[config.mk]
export PLATFORM = sky130hd
export DESIGN_NAME = mem_ctrl_flat
export DESIGN_NICKNAME = d
export VERILOG_FILES = /design/src/rtl/mem_ctrl_if.sv /design/src/rtl/mem_ctrl.sv /design/src/flat_wrapper.sv
export SDC_FILE = /design/constraint.sdc
export NUM_CORES = 1
export LEC_CHECK = 0
export ABC_AREA = 1
export BUFFER_PORTS_ARGS = -buffer_cell sky130_fd_sc_hd__buf_2
export CAP_MARGIN = 30
export CORE_MARGIN = 2
export CORE_UTILIZATION = 30
export CTS_CLUSTER_DIAMETER = 40
export CTS_CLUSTER_SIZE = 30
export DETAILED_ROUTE_END_ITERATION = 16
export PLACE_DENSITY = 0.55
export SETUP_SLACK_MARGIN = 0.15
export SLEW_MARGIN = 25
export SYNTH_ARGS = -nofsm -noshare
export SYNTH_HDL_FRONTEND = slang
export SYNTH_SLANG_ARGS = --single-unit
[constraint.sdc]
create_clock -name clk_i -period 5.7 [get_ports clk_i]
set_input_delay 0 -clock clk_i [delete_from_list [all_inputs] [get_ports clk_i]]
set_output_delay 0 -clock clk_i [all_outputs]
set_load 0.005 [all_outputs]
[src/rtl/mem_ctrl_if.sv]
// mem_ctrl_if: two-port 32-bit request bus plus byte-wide synchronous RAM bus.
// The master side is the requester/RAM, the slave side is the controller.
interface mem_ctrl_if #(
    parameter int ADDR_W = 17
);
    logic [3:0]        rw_flag;
    logic [63:0]       addr;
    logic [63:0]       write_data;
    logic [7:0]        write_mask;
    logic [63:0]       read_data;
    logic [1:0]        busy;
    logic [1:0]        done;
    logic [ADDR_W-1:0] mem_a;
    logic [7:0]        mem_dout;
    logic [7:0]        mem_din;
    logic              mem_wr;

    modport master (
        output rw_flag, addr, write_data, write_mask, mem_din,
        input  read_data, busy, done, mem_a, mem_dout, mem_wr
    );

    modport slave (
        input  rw_flag, addr, write_data, write_mask, mem_din,
        output read_data, busy, done, mem_a, mem_dout, mem_wr
    );
endinterface

[src/rtl/mem_ctrl.sv]
// mem_ctrl: arbitrates two 32-bit request ports (port 0 wins) onto a byte-wide
// synchronous RAM, one byte per cycle, with a one-cycle done pulse per port.
module mem_ctrl #(
    parameter int ADDR_W = 17
) (
    input logic       clk_i,
    input logic       rst_i,
    mem_ctrl_if.slave bus
);
    typedef enum logic [1:0] {IDLE, RD, WR, DONE} state_e;

    state_e            state_q, state_d;
    logic [2:0]        k_q, k_d;
    logic              p_q, p_d;
    logic [ADDR_W-1:0] a_q, a_d;
    logic [31:0]       wd_q, wd_d;
    logic [3:0]        wm_q, wm_d;
    logic [31:0]       word_q, word_d;
    logic [63:0]       rdata_q, rdata_d;
    logic              act0, act1, sel;
    logic [1:0]        flag;
    logic [1:0]        idx;
    logic [ADDR_W-1:0] ak;
    logic              unused_addr;

    assign act0 = bus.rw_flag[1:0] == 2'd1 || bus.rw_flag[1:0] == 2'd2;
    assign act1 = bus.rw_flag[3:2] == 2'd1 || bus.rw_flag[3:2] == 2'd2;
    assign sel  = !act0;
    assign flag = sel ? bus.rw_flag[3:2] : bus.rw_flag[1:0];
    // read data for address k-1 arrives while the counter shows k
    assign idx  = k_q[1:0] - 2'd1;
    assign ak   = a_q + ADDR_W'(k_q[1:0]);

    always_comb begin
        state_d = state_q;
        k_d     = k_q + 3'd1;
        p_d     = p_q;
        a_d     = a_q;
        wd_d    = wd_q;
        wm_d    = wm_q;
        word_d  = word_q;
        rdata_d = rdata_q;
        case (state_q)
            IDLE: begin
                k_d = 3'd0;
                if (act0 || act1) begin
                    p_d     = sel;
                    a_d     = bus.addr[{sel, 5'd0} +: ADDR_W];
                    wd_d    = bus.write_data[{sel, 5'd0} +: 32];
                    wm_d    = bus.write_mask[{sel, 2'd0} +: 4];
                    state_d = flag == 2'd1 ? RD : WR;
                end
            end
            RD: begin
                if (k_q != 3'd0) word_d[{idx, 3'd0} +: 8] = bus.mem_din;
                if (k_q == 3'd4) begin
                    state_d                    = DONE;
                    rdata_d[{p_q, 5'd0} +: 32] = word_d;
                end
            end
            WR:      state_d = k_q == 3'd3 ? DONE : WR;
            default: state_d = IDLE;
        endcase
    end

    always_ff @(posedge clk_i) begin
        if (rst_i) begin
            state_q <= IDLE;
            k_q     <= '0;
            p_q     <= 1'b0;
            a_q     <= '0;
            wd_q    <= '0;
            wm_q    <= '0;
            word_q  <= '0;
            rdata_q <= '0;
        end else begin
            state_q <= state_d;
            k_q     <= k_d;
            p_q     <= p_d;
            a_q     <= a_d;
            wd_q    <= wd_d;
            wm_q    <= wm_d;
            word_q  <= word_d;
            rdata_q <= rdata_d;
        end
    end

    assign bus.read_data = rdata_q;
    assign bus.busy      = (state_q == RD || state_q == WR) ? (p_q ? 2'b10 : 2'b01) : 2'b00;
    assign bus.done      = state_q == DONE ? (p_q ? 2'b10 : 2'b01) : 2'b00;
    assign bus.mem_a     = (state_q == WR || (state_q == RD && !k_q[2])) ? ak : '0;
    assign bus.mem_dout  = state_q == WR ? wd_q[{k_q[1:0], 3'd0} +: 8] : 8'd0;
    assign bus.mem_wr    = state_q == WR && wm_q[k_q[1:0]];
    assign unused_addr   = ^{bus.addr[31:ADDR_W], bus.addr[63:32+ADDR_W]};
endmodule

[src/flat_wrapper.sv]
// flat-port wrapper written by rule: the top's interface ports become plain ports
module mem_ctrl_flat 
#(
    parameter int ADDR_W = 17
)
  (clk_i, rst_i, bus_rw_flag, bus_addr, bus_write_data, bus_write_mask, bus_mem_din, bus_read_data, bus_busy, bus_done, bus_mem_a, bus_mem_dout, bus_mem_wr);
  mem_ctrl_if #(.ADDR_W(ADDR_W)) bus_i ();
  input logic clk_i;
  input logic rst_i;
  input wire logic [$bits(bus_i.rw_flag)-1:0] bus_rw_flag;
  input wire logic [$bits(bus_i.addr)-1:0] bus_addr;
  input wire logic [$bits(bus_i.write_data)-1:0] bus_write_data;
  input wire logic [$bits(bus_i.write_mask)-1:0] bus_write_mask;
  input wire logic [$bits(bus_i.mem_din)-1:0] bus_mem_din;
  output wire logic [$bits(bus_i.read_data)-1:0] bus_read_data;
  output wire logic [$bits(bus_i.busy)-1:0] bus_busy;
  output wire logic [$bits(bus_i.done)-1:0] bus_done;
  output wire logic [$bits(bus_i.mem_a)-1:0] bus_mem_a;
  output wire logic [$bits(bus_i.mem_dout)-1:0] bus_mem_dout;
  output wire logic [$bits(bus_i.mem_wr)-1:0] bus_mem_wr;
  assign bus_i.rw_flag = bus_rw_flag;
  assign bus_i.addr = bus_addr;
  assign bus_i.write_data = bus_write_data;
  assign bus_i.write_mask = bus_write_mask;
  assign bus_i.mem_din = bus_mem_din;
  assign bus_read_data = bus_i.read_data;
  assign bus_busy = bus_i.busy;
  assign bus_done = bus_i.done;
  assign bus_mem_a = bus_i.mem_a;
  assign bus_mem_dout = bus_i.mem_dout;
  assign bus_mem_wr = bus_i.mem_wr;
  mem_ctrl #(.ADDR_W(ADDR_W)) u_core (.clk_i(clk_i), .rst_i(rst_i), .bus(bus_i));
endmodule
# Word-level counts from Yosys, hierarchy flattened
# Index checks and enable logic that the tools add are counted.
[classes]
n_addsub = 5
order_cmp = 1
n_eq_ne = 12
shifts = 8
muxes = 17
reduce_logical = 15
[op_table]
columns = ["cell", "count"]
rows = [
  ["bitwise mux 64 bit", 1],
  ["2-to-1 mux 32 bit", 2],
  ["variable shift 32 x 8 -> 64 bit (first input constant)", 1],
  ["indexed part select 32 x 8 -> 64 bit", 1],
  ["indexed part select 64 x 7 -> 17 bit", 1],
  ["indexed part select 64 x 7 -> 32 bit", 1],
  ["bitwise mux 32 bit", 1],
  ["variable shift 8 x 7 -> 32 bit (first input constant)", 1],
  ["indexed part select 32 x 6 -> 8 bit", 1],
  ["indexed part select 8 x 7 -> 32 bit", 1],
  ["adder 17 x 2 -> 17 bit", 1],
  ["2-to-1 mux 17 bit", 1],
  ["2-to-1 mux 2 bit", 7],
  ["== test 2 x 1 -> 1 bit (second input constant)", 4],
  ["== test 2 bit (second input constant)", 4],
  ["2-to-1 mux 8 bit", 1],
  ["negator 6 -> 8 bit", 1],
  ["indexed part select 8 x 4 -> 4 bit", 1],
  ["negator 5 -> 7 bit", 1],
  ["one-hot mux 2 bit (3 select lines)", 1],
  ["AND reduction 2 bit", 3],
  ["logical OR 1 bit", 5],
  ["!= test 2 x 1 -> 1 bit (second input constant)", 2],
  ["adder 3 x 1 -> 3 bit (second input constant)", 1],
  ["other kinds (11)", 14],
]
[word_totals]
regBits = 155
inputBits = 150
output_inout_bits = 94
wordCells = 66

# Longest topological paths before layout
[logic_depth]
depth_word = 8
ltp_mapped = 15
ltp_nobuf = 12

# Least setup slack after synthesis
# Ideal clock, no wire load.
[synth_timing]
path_kind = "register to register"
startpoint = "register u_core.k_q[0]"
endpoint = "register u_core.rdata_q[8] (netlist: u_core.bus.read_data[8])"
setup_ns = 0.115
arrival_time_ns = 2.128
path_slack_ns = 3.457
stages_incl_launch_ff = 13
period_less_slack_ns = 2.243
cell_sequence = "dfxtp_1 > inv_1 > clkbuf_1 > clkbuf_1 > ha_1 > inv_1 > nor2_2 > buf_2 > nor2_4 > nand2_1 > o21ai_0 > o21ai_0 > inv_1"
[synth_between]
elab_chain_cells = 8
elab_cells_between_ends = 12
classes_between = "2 x add/sub; 1 x eq/ne; 3 x shift; 4 x mux; 2 x reduce/logical"
[synth_rtl]
columns = ["element", "line", "rtl"]
rows = [
  ["from (decl)", "mem_ctrl.sv:13", "logic [2:0] k_q, k_d;"],
  ["from (signal assigned)", "mem_ctrl.sv:78", "k_q <= k_d;"],
  ["subtractor 2 x 1 -> 2 bit (*)", "mem_ctrl.sv:31", "assign idx = k_q[1:0] - 2'd1;"],
  ["net u_core.idx[0]", "mem_ctrl.sv:22", "logic [1:0] idx;"],
  ["negator 5 -> 7 bit (*)", "mem_ctrl.sv:55", "if (k_q != 3'd0) word_d[{idx, 3'd0} +: 8] = bus.mem_din;"],
  ["indexed part select 8 x 7 -> 32 bit or variable shift 8 x 7 -> 32 bit (tied branches)", "mem_ctrl.sv:55", ""],
  ["bitwise mux 32 bit (*)", "mem_ctrl.sv:55", ""],
  ["2-to-1 mux 32 bit (*)", "mem_ctrl.sv:55", ""],
  ["2-to-1 mux 32 bit (*)", "mem_ctrl.sv:43", "case (state_q)"],
  ["indexed part select 32 x 8 -> 64 bit (*)", "mem_ctrl.sv:58", "rdata_d[{p_q, 5'd0} +: 32] = word_d;"],
  ["bitwise mux 64 bit (*)", "mem_ctrl.sv:58", ""],
  ["to (signal assigned)", "mem_ctrl.sv:84", "rdata_q <= rdata_d;"],
  ["to (decl)", "mem_ctrl.sv:19", "logic [63:0] rdata_q, rdata_d;"],
]
# The timed path passes the listed nets; every way through them passes the cells marked *. The select of a mux whose other input is x is not followed.
# A chain may end at the register's enable or synchronous reset.

# Final worst setup path
[layout_timing]
startpoint = "register u_core.k_q[1]"
endpoint = "register u_core.rdata_q[61] (netlist: u_core.bus.read_data[61])"
[layout_between]
elab_chain_cells = 8
elab_cells_between_ends = 12
classes_between = "2 x add/sub; 1 x eq/ne; 3 x shift; 4 x mux; 2 x reduce/logical"
[layout_rtl]
columns = ["element", "line"]
rows = [
  ["subtractor 2 x 1 -> 2 bit", "mem_ctrl.sv:31"],
  ["negator 5 -> 7 bit", "mem_ctrl.sv:55"],
  ["indexed part select 8 x 7 -> 32 bit or variable shift 8 x 7 -> 32 bit (tied branches)", "mem_ctrl.sv:55"],
  ["bitwise mux 32 bit", "mem_ctrl.sv:55"],
  ["2-to-1 mux 32 bit", "mem_ctrl.sv:55"],
  ["2-to-1 mux 32 bit", "mem_ctrl.sv:43"],
  ["indexed part select 32 x 8 -> 64 bit", "mem_ctrl.sv:58"],
  ["bitwise mux 64 bit", "mem_ctrl.sv:58"],
]
# Parallel ways exist; a longest one is shown, timed or not. The select of a mux whose other input is x is not followed.

==> impl_metrics.py <==
metrics = {
    "place": {
        "globalplace.congestion": 0.871,
        "hpwlAfterDp_um": 16300,
        "numPlacedInstances": 1694,
        "io_buffers": 213,
        "postPlaceCellArea_um2": 8980,
        "pre_cts_ws_ns": 2.50,
    },
    "timing": {
        "slew_violations": 0,
        "max-slew-margin-rel": 0.514,
        "final_cycle_utilization_of_the_critical_path": 0.560,
        "hold_viol_final": 0,
        "f_max_ghz": 0.313,
        "unrepaired_setup_endpoints_after_global_routing": "false",
        "final.hold.worst_slack_ns": 0.0104,
        "tightestPinTransition_ns": 0.728,
        "fin_tns_setup_ns": 0,
        "fin_crit_ns": 3.19,
        "final_critical_path_setup_slack_ns": 2.51,
        "fin_skew_ns": 0.00957,
        "setup_violations": 0,
    },
    "drt": {
        "first_pass_iters": 4,
        "detail_route.vias_per_cell": 4.57,
        "totalWireLength_um": 24100,
        "antenna_violating_nets_left": 0,
        "drt-wirelength-per-cell_um": 13.1,
        "dr.first_iter.drc_count": 522,
        "number_of_remaining_drc_errors": 0,
        "detailroute.via_count": 8368,
    },
    "layout": {
        "final_area_um2": 10600,
        "final_cell_count_no_fill": 1832,
        "area_delta_synth_final_pct": 37.5,
        "final_nets": 1652,
        "layout-drive-gt1-share": 0.181,
    },
    "critical_path": {
        "timing.critical_path.to_type": "flop",
        "cpPeakStageDelay_ns": 0.75,
        "crit_slowest_cell": "sky130_fd_sc_hd__dfxtp_1",
        "setup.worst_path.class": "reg -> reg",
        "cp_cell_sequence": "inv_2 -> ha_1 -> nand2_2 -> inv_2 -> nand2_4 -> inv_4 -> nand2_4 -> clkinv_2 -> nor2_1 -> nor2_1 -> o21ai_0 -> inv_1",
        "cp_num_buf_inv": 5,
        "worstPathArrival_ns": 3.51,
        "timing.reg2reg.setup_slack_ns": 2.51,
        "timing.critical_path.required_ns": 6.01,
        "worstSetupStartpointType": "flop",
        "worstPathMaxFanout": 39,
        "cp_top_family": "buffers and inverters",
    },
    "power_and_ir_drop": {
        "leakagePower_nw": 5.36,
        "power.density_nw_per_um2": 330,
        "combPwrFrac": 0.295,
        "switching_share": 0.356,
        "vdd.ir_drop.worst_mv": 0.216,
        "power_frac_clock": 0.329,
        "switching_power_mw": 1.25,
        "seq_power_share": 0.375,
        "cell_internal_pwr_mw": 2.26,
    },
    "logic_synthesis": {
        "netlist-cell-type-count": 31,
        "syn-cell-area_um2": 7740,
        "mappedNetlistNets": 1371,
        "synthFlopType": "sky130_fd_sc_hd__dfxtp_1",
        "synth_enable_flop_cells": 0,
        "synth_xor_area_frac": 0.00340,
        "synthesis.yosys.warnings": 0,
        "synthesis.instances": 1207,
        "seq_area_frac_synth": 0.401,
        "postSynthAreaPerCell_um2": 6.41,
        "yosys-mux-area-fraction": 0,
        "synth-seq-cells": 155,
        "async_flop_share": 0,
        "yosys.area_share.simple": 0.310,
        "synth_top_family_by_area": "simple AND/OR/NAND/NOR gates",
        "synth_compound_area_frac": 0.175,
        "synthAdderAreaFrac": 0.0236,
    },
    "global_routing": {
        "grt_antenna_before_repair": 1,
        "grt_pass1_vias": 7853,
        "wire_length_of_the_first_global_routing_pass_um": 38500,
        "grt_remaining_overflow": 0,
        "gr-usage-all-layers": 0.178,
        "grt_start_max_net_pins": 70,
    },
    "die": {
        "die_y_um": 165,
        "die_area_um2": 27100,
        "initial_utilization": 0.306,
        "floorplan.core_area_um2": 25300,
        "placementRows": 58,
        "die_x_um": 165,
        "floorplan.io_pins": 244,
    },
    "clocking": {
        "clk_pin_slew_ns": 0.06,
        "cts_tree": "done",
        "cts.htree.levels": 4,
        "max_clock_buf_depth": 2,
        "cts-resized-gates": 0,
        "clk-insertion-delay-late_ns": 0.42,
        "clock-root-buffer": "sky130_fd_sc_hd__clkbuf_16",
        "cts.sink_count": 155,
        "tritoncts.num_buffers": 17,
    },
    "flow_run": {
        "cap_viol_max_count": 0,
    },
    "outcome": {
        "status": "completed",
    },
    "worst_hold_path": {
        "holdCritPathClass": "in -> reg",
    },
}
kinds of logic (layout without fill, tap and decap cells):
family                     Yosys count  in the layout
and+or+nand+nor                    607            607
AOI/OAI and AO/OA                  265            265
buffers and inverters              163            457
DFF                                155            155
adders and majority gates           14             14
xor gates and xnor gates             3              3
other                                0              1
what timing repair did:
action	in CTS	in global routing
hold buffers	105	0
endpoints found under the hold margin	65	0
buffers inserted	0	0
through the flow:
stage	total power, mW	utilization
2_1_floorplan	1.99	-
3_3_place_gp	2.30	0.356
3_5_place_dp	2.30	0.356
4_1_cts	3.55	0.421
5_1_grt	3.76	0.421
6_report	3.51	0.421
cells in the final DEF, fill, tap and decap left out, types with 13 or more instances in the layout:
cell                              n
sky130_fd_sc_hd__nand2_1        286
sky130_fd_sc_hd__nand3_1         16
sky130_fd_sc_hd__buf_2          213
sky130_fd_sc_hd__inv_1           91
sky130_fd_sc_hd__nor2_1         274
sky130_fd_sc_hd__o21ai_0        175
sky130_fd_sc_hd__clkbuf_16       17
sky130_fd_sc_hd__a21oi_1         70
sky130_fd_sc_hd__ha_1            13
sky130_fd_sc_hd__dfxtp_1        155
sky130_fd_sc_hd__dlygate4sd3_1  105
worst min-delay path: cells and delay by family:
kind,cells,cell delay (ns)
AND/OR/NAND/NOR,3,0.21
buffers and inverters,1,0.08
AO/OA/AOI/OAI,1,0.10
area by class of cell:
type	instances	area, µm²
Sequential cell	155	3100
Fill cell	2697	14600
Timing Repair Buffer	325	2170
Inverter	100	379
Clock buffer	18	439
Multi-Input combinational cell	889	3970
Antenna cell	1	2.50
Tap cell	330	413
Clock inverter	14	160
synthesized netlist by cell type, types with 9 or more instances:
cell / instances / area (µm²)
sky130_fd_sc_hd__a21oi_1: 70 / 350
sky130_fd_sc_hd__buf_1: 10 / 37.5
sky130_fd_sc_hd__buf_2: 12 / 60.1
sky130_fd_sc_hd__clkbuf_1: 34 / 128
sky130_fd_sc_hd__dfxtp_1: 155 / 3100
sky130_fd_sc_hd__ha_1: 13 / 163
sky130_fd_sc_hd__inv_1: 91 / 342
sky130_fd_sc_hd__nand2_1: 288 / 1080
sky130_fd_sc_hd__nand3_1: 16 / 80.1
sky130_fd_sc_hd__nand4_1: 10 / 62.6
sky130_fd_sc_hd__nor2_1: 274 / 1030
sky130_fd_sc_hd__nor3_1: 9 / 45.0
sky130_fd_sc_hd__o21ai_0: 175 / 876
sky130_fd_sc_hd__o21ai_1: 10 / 50.1
final timing paths:
kind / from / endpoint / depth (start not counted)
worst min register to register: flop / flop / 2
worst max register to register: u_core.k_q[1] / u_core.bus.read_data[61] / 12
worst max-delay path: u_core.k_q[1] / u_core.bus.read_data[61] / 12
worst min-delay path: bus_write_data[31] / u_core.wd_q[31] / 5
power groups by stage:
stage | clock network, mW | registers [mW] | logic, mW
finish | 1.16 | 1.32 | 1.04
CTS | 1.19 | 1.32 | 1.04
global placement | 0 | 1.34 | 0.963
global route | 1.24 | 1.33 | 1.19
detailed placement | 0 | 1.34 | 0.964
floorplan | 0 | 1.32 | 0.670
routing by layer:
layer,up-vias,GRT usage,share of wire
li1,4387,-,-
met1,3749,0.220,0.46
met2,198,0.307,0.48
met3,34,0.0321,0.041
met4,0,0.0660,0.021
met5,-,0,0
Power figures use the tool's default switching activity.
